File: config.mk
export PLATFORM = sky130hd
export DESIGN_NAME = simple_multiplier
export DESIGN_NICKNAME = d
export VERILOG_FILES = /design/src/rtl/simple_multiplier.sv
export SDC_FILE = /design/constraint.sdc
export NUM_CORES = 1
export LEC_CHECK = 0
export ABC_AREA = 1
export BUFFER_PORTS_ARGS = -buffer_cell sky130_fd_sc_hd__buf_4
export CORE_MARGIN = 3
export CORE_UTILIZATION = 60
export DETAILED_ROUTE_END_ITERATION = 7
export PLACE_DENSITY = 0.82
export SLEW_MARGIN = 20
export SYNTH_ARGS = -nofsm -noshare
export SYNTH_HDL_FRONTEND = slang
export SYNTH_SLANG_ARGS = --single-unit
File: constraint.sdc
create_clock -name clk -period 6.75 [get_ports clk]
set_clock_uncertainty 0.05 [all_clocks]
set_input_delay 1.35 -clock clk [delete_from_list [all_inputs] [get_ports clk]]
set_output_delay 1.35 -clock clk [all_outputs]
set_load 0.01 [all_outputs]
File: src/rtl/simple_multiplier.sv
// Sequential signed WIDTHxWIDTH multiplier, radix-2 Booth, one partial product per clock.
// Latency WIDTH edges after accept; start is ignored while busy, and product holds until the next completion.
module simple_multiplier #(
  parameter int WIDTH = 32
) (
  input  logic                 clk,
  input  logic                 rst_n,
  input  logic                 start,
  input  logic [WIDTH-1:0]     x,
  input  logic [WIDTH-1:0]     y,
  output logic                 busy,
  output logic                 done,
  output logic [2*WIDTH-1:0]   product
);

  localparam int CW = $clog2(WIDTH + 1);

  localparam logic [0:0] S_IDLE = 1'b0;
  localparam logic [0:0] S_RUN  = 1'b1;

  logic [0:0]         r_state;
  logic [WIDTH:0]     r_a;
  logic [WIDTH-1:0]   r_q;
  logic               r_qm1;
  logic [WIDTH-1:0]   r_m;
  logic [CW-1:0]      r_cnt;
  logic               r_done;
  logic [2*WIDTH-1:0] r_product;

  logic [WIDTH:0]     w_m_ext;
  logic [WIDTH:0]     w_a_sum;
  logic [WIDTH:0]     w_a_nxt;
  logic [WIDTH-1:0]   w_q_nxt;
  logic               w_last;

  // The extra accumulator bit keeps x = -2^(WIDTH-1) exact when it is subtracted.
  always_comb begin
    w_m_ext = {r_m[WIDTH-1], r_m};
    w_a_sum = r_a;
    case ({r_q[0], r_qm1})
      2'b01:   w_a_sum = r_a + w_m_ext;
      2'b10:   w_a_sum = r_a - w_m_ext;
      default: w_a_sum = r_a;
    endcase
    w_a_nxt = {w_a_sum[WIDTH], w_a_sum[WIDTH:1]};
    w_q_nxt = {w_a_sum[0], r_q[WIDTH-1:1]};
    w_last  = (r_cnt == CW'(1));
  end

  always_ff @(posedge clk or negedge rst_n) begin
    if (!rst_n) begin
      r_state   <= S_IDLE;
      r_a       <= '0;
      r_q       <= '0;
      r_qm1     <= 1'b0;
      r_m       <= '0;
      r_cnt     <= '0;
      r_done    <= 1'b0;
      r_product <= '0;
    end else begin
      r_done <= 1'b0;
      case (r_state)
        S_IDLE: begin
          if (start) begin
            r_m     <= x;
            r_q     <= y;
            r_qm1   <= 1'b0;
            r_a     <= '0;
            r_cnt   <= CW'(WIDTH);
            r_state <= S_RUN;
          end
        end
        S_RUN: begin
          r_a   <= w_a_nxt;
          r_q   <= w_q_nxt;
          r_qm1 <= r_q[0];
          r_cnt <= r_cnt - CW'(1);
          if (w_last) begin
            r_product <= {w_a_nxt[WIDTH-1:0], w_q_nxt};
            r_done    <= 1'b1;
            r_state   <= S_IDLE;
          end
        end
        default: r_state <= S_IDLE;
      endcase
    end
  end

  assign busy    = (r_state == S_RUN);
  assign done    = r_done;
  assign product = r_product;

endmodule

==> out/qor.log, run 1 <==
qor: setup_path.critPathArrivalTime 4.35 ns
qor: finish.finalInstanceArea 11600 sq um
qor: grt.gr-total-overflow 0
qor: grt.track_usage 33.5%
qor: clocking.worst_skew_pair.late_latency 0.44 ns
qor: logic_synthesis.syn-num-nets 1442
qor: job.max-cap-violations 0
qor: logic_synthesis.yosysWarnings 0
qor: drt.antenna_left 0
qor: place.buffer_ports.inserted 132
qor: logic_synthesis.post_synth_instance_area 9820 sq um
qor: logic_synthesis.synth.avg_cell_area 7.34 sq um
qor: logic_synthesis.synth_sequential_area_ratio 43.0%
qor: finish.layout.cells.non_filler 1679
qor: die.floorplan.die.width 134 um
qor: clocking.post_cts_resize_count 0
qor: logic_synthesis.most_frequent_cell_after_synthesis sky130_fd_sc_hd__nand2_1
qor: die.io_pins 133
qor: grt.grt_pass1_vias 9016
qor: clocking.clock_tree_from_tritoncts built
qor: drt.dr_total_vias 9497
qor: clocking.cts-htree-levels 4
qor: sta.setup_viol 0
qor: grt.grt_max_degree 77
qor: die.initial_utilization 61.6%
qor: clocking.postCtsSetupRepairBufs 0
qor: sta.period_needed 4.08 ns
qor: grt.global_route_wire_length_before_repair 47.3 mm
qor: setup_path.crit_path_end_kind flop
qor: drt.drc 0
qor: sta.final-max-slew-violation-count 0
qor: logic_synthesis.ys_ff_latch 169
qor: die.area_inside_the_core_boundary 15900 sq um
qor: logic_synthesis.synth_commonest_cells 496 x sky130_fd_sc_hd__nand2_1, 169 x sky130_fd_sc_hd__dfrtp_1, 133 x sky130_fd_sc_hd__inv_1
qor: finish.antenna-diode-count 0
qor: logic_synthesis.yosys.area.top_type_share 43.0%
qor: setup_path.library_cell_appearing_most_often_on_the_critical_path sky130_fd_sc_hd__nand2_1
qor: finish.multi_input_area 4920 sq um
qor: clocking.clockRootBuffer sky130_fd_sc_hd__clkbuf_16
qor: die.dieArea 17900 sq um
qor: logic_synthesis.post_synth_top_area_cell sky130_fd_sc_hd__dfrtp_1
qor: clocking.cts_inserted_buffers 17
qor: clocking.clock_pin_slew_of_the_registers_on_the_worst_case_setup_and_hold_paths 0.07 ns
qor: place.dp_hpwl 22.1 mm
qor: drt.route.final.wire_length 29.6 mm
qor: setup_path.crit_path_max_incr_delay 0.50 ns
qor: clocking.max-clock-path-buffers 2
qor: setup_path.cpMaxStageDelayCell sky130_fd_sc_hd__ha_1
qor: sta.slew-limit-headroom 31.9%
qor: place.place.gp.congestion 1.07
qor: grt.grt_antenna_before_repair 0
qor: logic_synthesis.async_reset_ff_share 100%
qor: sta.tightestPinTransition 1.02 ns
qor: drt.routed_wire_length_per_instance 17.6 um
qor: sta.setup-tns-final 0 ns
qor: sta.timing.fmax 0.245 GHz
qor: setup_path.crit_buf_inv 3
qor: clocking.post_cts_hold_buffer_count 0
qor: setup_path.crit_family simple AND/OR/NAND/NOR gates
qor: setup_path.crit_chain inv_1 -> ha_1 -> inv_1 -> nand2_1 -> nand2_2 -> xor2_1 -> inv_1 -> ha_1 -> a21oi_1 -> o21ai_0 -> a21oi_1 -> nor2_1 -> nor2_1 -> nand2_1 -> nand2_1 -> nand3_1 -> nand3_1 -> nand2_1
qor: sta.final_min_period_over_clock_period 60.4%
qor: finish.area.growth.synth_to_final 17.9%
qor: place.post_dp_cell_area 11000 sq um
qor: place.dp.cells 1647
qor: logic_synthesis.netlist_top_cells_area sky130_fd_sc_hd__dfrtp_1 43%, sky130_fd_sc_hd__nand2_1 19%, sky130_fd_sc_hd__inv_1 5.1%
qor: logic_synthesis.post_synth_num_cell_types 46
qor: sta.hold_viol 0
qor: clocking.cts.sink_count 169
qor: finish.fill_cells 1288
qor: logic_synthesis.postSynthCellCount 1338
qor: setup_path.critical_path.startpoint_type flop
qor: logic_synthesis.synthFlopType sky130_fd_sc_hd__dfrtp_1
qor: logic_synthesis.synth-edff-count 0
qor: sta.setup_repair_after_global_routing_missed_its_margin no
qor: drt.vias_per_cell 5.66
qor: setup_path.critical_path.max_fanout 21
qor: worst_hold_path.min_path_type reg -> reg
qor: drt.first_pass_iters 5
qor: run_status.status finished clean
qor: finish.nets 1554
qor: setup_path.critPathRequiredTime 7.02 ns
qor: die.rows 46
qor: setup_path.criticalPathCategory reg -> reg
qor: finish.seqCellArea 4230 sq um
qor: finish.drive_gt1_share 13.7%
qor: die.die_height 134 um
qor: drt.detail_route.iter0.violations 870
==> routing by layer <==
metal | track usage [%] | share of wire, % | up-vias
met1 | 47.5 | 43 | 4510
met2 | 54.2 | 48 | 384
met4 | 10.9 | 2.9 | 0
met3 | 3.98 | 6.1 | 76
met5 | 0 | 0 | -
li1 | - | - | 4527
==> worst register-to-register path, delay by kind of cell (launching register included) <==
kind | cells | cell delay, ns
AOI/OAI and AO/OA | 3 | 0.89
xor gates and xnor gates | 1 | 0.20
adders and majority gates | 2 | 0.83
buffers and inverters | 3 | 0.64
DFF | 1 | 0.36
and+or+nand+nor | 9 | 0.99
==> state kept, by name, indices dropped and copies added (netlist names) <==
signal	flops
busy	1
done	1
product	64
r_a	32
r_cnt	6
r_m	32
r_q	32
r_qm1	1
==> worst paths after layout <==
kind / from / to / slack (ns) / cells after the start
setup reg to reg: r_qm1 / product[60] / 2.67 / 18
hold / removal: product[26] / product[26] / 0.44 / 2
max in group asynchronous: rst_n / r_a[0] / 4.67 / 2
min in group asynchronous: rst_n / r_a[28] / 0.73 / 1
hold reg to reg: product[26] / product[26] / 0.44 / 2
setup / recovery: r_qm1 / product[60] / 2.67 / 18
==> area by class of cell <==
cell class                 count  area share (%)
tap                          216            2.33
clock inverter                15            1.51
clock buffer                  17            3.67
sequential                   169            36.5
inverter                     135            4.39
timing repair buffer         139            9.04
multi-input combinational    988            42.5
==> per-stage QoR <==
stage	setup slack, ns	hold WS (ns)	utilization (%)
2_1_floorplan	3.70	0.404	-
3_3_place_gp	2.77	0.417	68.9
3_5_place_dp	2.75	0.419	68.9
4_1_cts	2.74	0.444	72.6
5_1_grt	2.32	0.463	72.6
6_report	2.67	0.442	72.6
==> layout by cell type (no fill, tap or decap), types with 11 or more instances in the layout <==
cell type                   count
sky130_fd_sc_hd__nor2_1        84
sky130_fd_sc_hd__nand2_1      496
sky130_fd_sc_hd__dfrtp_1      169
sky130_fd_sc_hd__a21oi_1       37
sky130_fd_sc_hd__xnor2_1       11
sky130_fd_sc_hd__clkbuf_16     17
sky130_fd_sc_hd__xor2_1        24
sky130_fd_sc_hd__o221ai_1      13
sky130_fd_sc_hd__buf_4        138
sky130_fd_sc_hd__inv_1        131
sky130_fd_sc_hd__o21ai_0       97
sky130_fd_sc_hd__nand3_1       90
sky130_fd_sc_hd__ha_1          36
==> cell families after synthesis <==
family / count (synthesis) / synth area share, %
xor+xnor: 35 / 3.12
fa+ha+maj: 37 / 4.79
buf+inv: 181 / 6.98
flops: 169 / 43.0
mux: 2 / 0.204
simple gates: 717 / 30.0
compound gates: 197 / 11.9
Power of run 1 is left out: the tool's default activity adds up to more than one toggle a clock period on the data nets, which glitch-free logic cannot reach.
==> inputs of run 2 (changes only) <==
Settings changed: CORE_UTILIZATION 60 to 59, PLACE_DENSITY 0.82 to 0.8.
Clock period 6.75 ns to 3.85 ns, I/O delays scaled along.
==> run 2 against run 1 <==
Compared with the run above: worst hold slack worse by 0.14 ns; wire length is 0.24% lower; final area grew 0.83%; non-clock buffer count is 6 higher; clock-buffer cell count unchanged; critical path depth is 3 higher; critical endpoint is now product[57]; largest cell class unchanged.
==> out/qor.log, run 2 (synthesized netlist as in run 1, its figures left out) <==
qor: clocking.max-clock-path-buffers 2 [unchanged]
qor: place.dp_hpwl 22.3 mm [+0.65%]
qor: die.floorplan.die.width 135 um [+0.81%]
qor: grt.global_route_wire_length_before_repair 46.9 mm [-0.98%]
qor: grt.grt_pass1_vias 9080 [+0.71%]
qor: sta.timing.fmax 0.279 GHz [+14%]
qor: grt.track_usage 32.9% [-0.60 points]
qor: clocking.cts.sink_count 169 [unchanged]
qor: run_status.status finished clean
qor: sta.worst_slack 0.268 ns [-2.40 ns]
qor: setup_path.regToRegStartpoint r_m[3]
qor: grt.grt_antenna_before_repair 0 [unchanged]
qor: clocking.clockRootBuffer sky130_fd_sc_hd__clkbuf_16
qor: finish.multi_input_area 4940 sq um [+0.30%]
qor: drt.routed_wire_length_per_instance 17.5 um [-0.59%]
qor: drt.drc 0 [unchanged]
qor: finish.drive_gt1_share 14.4% [+0.69 points]
qor: setup_path.rr_worst_depth 21 [+3]
qor: setup_path.cpMaxStageDelayCell sky130_fd_sc_hd__dfrtp_1
qor: sta.hold_viol 0 [unchanged]
qor: finish.number_of_flip_flops_under_the_largest_register_name 64 [unchanged]
qor: setup_path.r2r_end product[57]
qor: grt.gr-total-overflow 0 [unchanged]
qor: sta.setup-tns-final 0 ns [unchanged]
qor: clocking.cts_inserted_buffers 17 [unchanged]
qor: sta.slew-limit-headroom 30.1% [-1.8 points]
qor: finish.nets 1560 [+0.39%]
qor: clocking.clock_tree_from_tritoncts built
qor: die.die_height 135 um [+0.81%]
qor: setup_path.crit_path_max_incr_delay 0.44 ns [-0.06 ns]
qor: clocking.cts-htree-levels 4 [unchanged]
qor: drt.first_pass_iters 5 [unchanged]
qor: setup_path.crit_path_end_kind flop
qor: die.io_pins 133 [unchanged]
qor: clocking.clock_pin_slew_of_the_registers_on_the_worst_case_setup_and_hold_paths 0.07 ns [about the same]
qor: place.preCtsSetupSlack 0.326 ns [-2.42 ns]
qor: setup_path.crit_chain nor2_4 -> nand4_2 -> nor2_4 -> nand3_2 -> inv_1 -> nand2_1 -> o21ai_2 -> xnor2_1 -> inv_1 -> ha_1 -> nand2_1 -> nand2_1 -> o21bai_1 -> a21oi_1 -> nor2_1 -> nor2_1 -> nand2_1 -> nand2_1 -> nand3_1 -> nand3_1 -> nand2_1
qor: setup_path.crit_start r_m[3]
qor: sta.tightestPinTransition 1.05 ns [+0.0259 ns]
qor: finish.final_cell_mix 496 x sky130_fd_sc_hd__nand2_1, 169 x sky130_fd_sc_hd__dfrtp_1, 143 x sky130_fd_sc_hd__buf_4
qor: clocking.worst_skew_pair.late_latency 0.44 ns [about the same]
qor: setup_path.criticalPathCategory reg -> reg
qor: worst_hold_path.min_path_type in -> async
qor: drt.dr_total_vias 9511 [+0.15%]
qor: finish.mostFrequentLayoutCell sky130_fd_sc_hd__nand2_1
qor: die.dieArea 18200 sq um [+1.6%]
qor: finish.fill_cells 1291 [+0.23%]
qor: clocking.post_cts_hold_buffer_count 0 [unchanged]
qor: setup_path.critical_path.endpoint product[57]
qor: setup_path.critPathRequiredTime 4.11 ns [-2.91 ns]
qor: sta.setup_viol 0 [unchanged]
qor: sta.setup_repair_after_global_routing_missed_its_margin yes
qor: finish.seqCellArea 4230 sq um [unchanged]
qor: sta.final-max-slew-violation-count 0 [unchanged]
qor: die.rows 46 [unchanged]
qor: job.max-cap-violations 0 [unchanged]
qor: finish.antenna-diode-count 0 [unchanged]
qor: grt.grt_max_degree 101 [+31%]
qor: place.place.gp.congestion 1.05 [-1.5%]
qor: setup_path.library_cell_appearing_most_often_on_the_critical_path sky130_fd_sc_hd__nand2_1
qor: setup_path.critPathArrivalTime 3.84 ns [-0.51 ns]
qor: sta.period_needed 3.58 ns [-0.498 ns]
qor: drt.antenna_left 0 [unchanged]
qor: place.buffer_ports.inserted 132 [unchanged]
qor: die.area_inside_the_core_boundary 16100 sq um [+1.1%]
qor: drt.route.final.wire_length 29.5 mm [-0.24%]
qor: drt.vias_per_cell 5.64 [-0.21%]
qor: setup_path.critical_path.max_fanout 5 [-76%]
qor: setup_path.reg2reg_slack 0.27 ns [-2.40 ns]
qor: setup_path.critical_path.startpoint_type flop
qor: finish.area.growth.synth_to_final 18.8%
qor: sta.final_min_period_over_clock_period 93.0% [+33 points]
qor: drt.detail_route.iter0.violations 862 [-0.92%]
qor: die.initial_utilization 61.0% [-0.66 points]
## run 2: how the worst min path moves through the flow
stage / to / slack [ns] / start / cells after the start
after floorplan: r_cnt[5] / 0.40 / r_cnt[5] / 1
after global placement: product[2] / 0.42 / product[2] / 2
after detailed placement: product[2] / 0.42 / product[2] / 2
after CTS: r_a[21] / 0.38 / rst_n / 1
after global routing: r_a[21] / 0.38 / rst_n / 1
final: r_a[21] / 0.30 / rst_n / 1
## run 2: timing repair
item                       in CTS  in global routing
setup endpoints to repair       0                  7
setup buffers                   0                  1
gates resized for setup         0                  6
## run 2: worst max-delay path, delay by kind of cell (launching register included)
kind	cells	cell delay [ns]
buffers and inverters	2	0.18
AOI/OAI and AO/OA	3	0.73
adders and majority gates	1	0.34
xor gates and xnor gates	1	0.14
and+or+nand+nor	14	1.57
DFF	1	0.44
## run 2: final cells by class
class	count	share of cell area, %
clock inverter	15	1.71
multi-input combinational	988	42.3
inverter	135	4.34
tap	216	2.31
sequential	169	36.2
clock buffer	17	3.64
timing repair buffer	145	9.46
## run 2: metrics by stage
stage          util, %  cells  area (sq um)  hold slack (ns)
2_1_floorplan        -   1338          9820            0.404
3_3_place_gp      68.4   1652         11000            0.415
3_5_place_dp      68.4   1652         11000            0.417
4_1_cts           72.3   1684         11700            0.379
5_1_grt           72.5   1685         11700            0.378
6_report          72.5   1685         11700            0.303
## run 2: per-layer routing
metal  part of all wire, %  routed length [um]  global-route usage, %  up-vias
met2                    47               14000                   52.9      389
met4                   3.7                1110                   12.8        0
met5                     0                   0                      0        -
met3                   6.8                2000                   6.00       67
met1                    42               12400                   44.5     4496
li1                      -                   -                      -     4559
Power of run 2 is left out for the same reason.
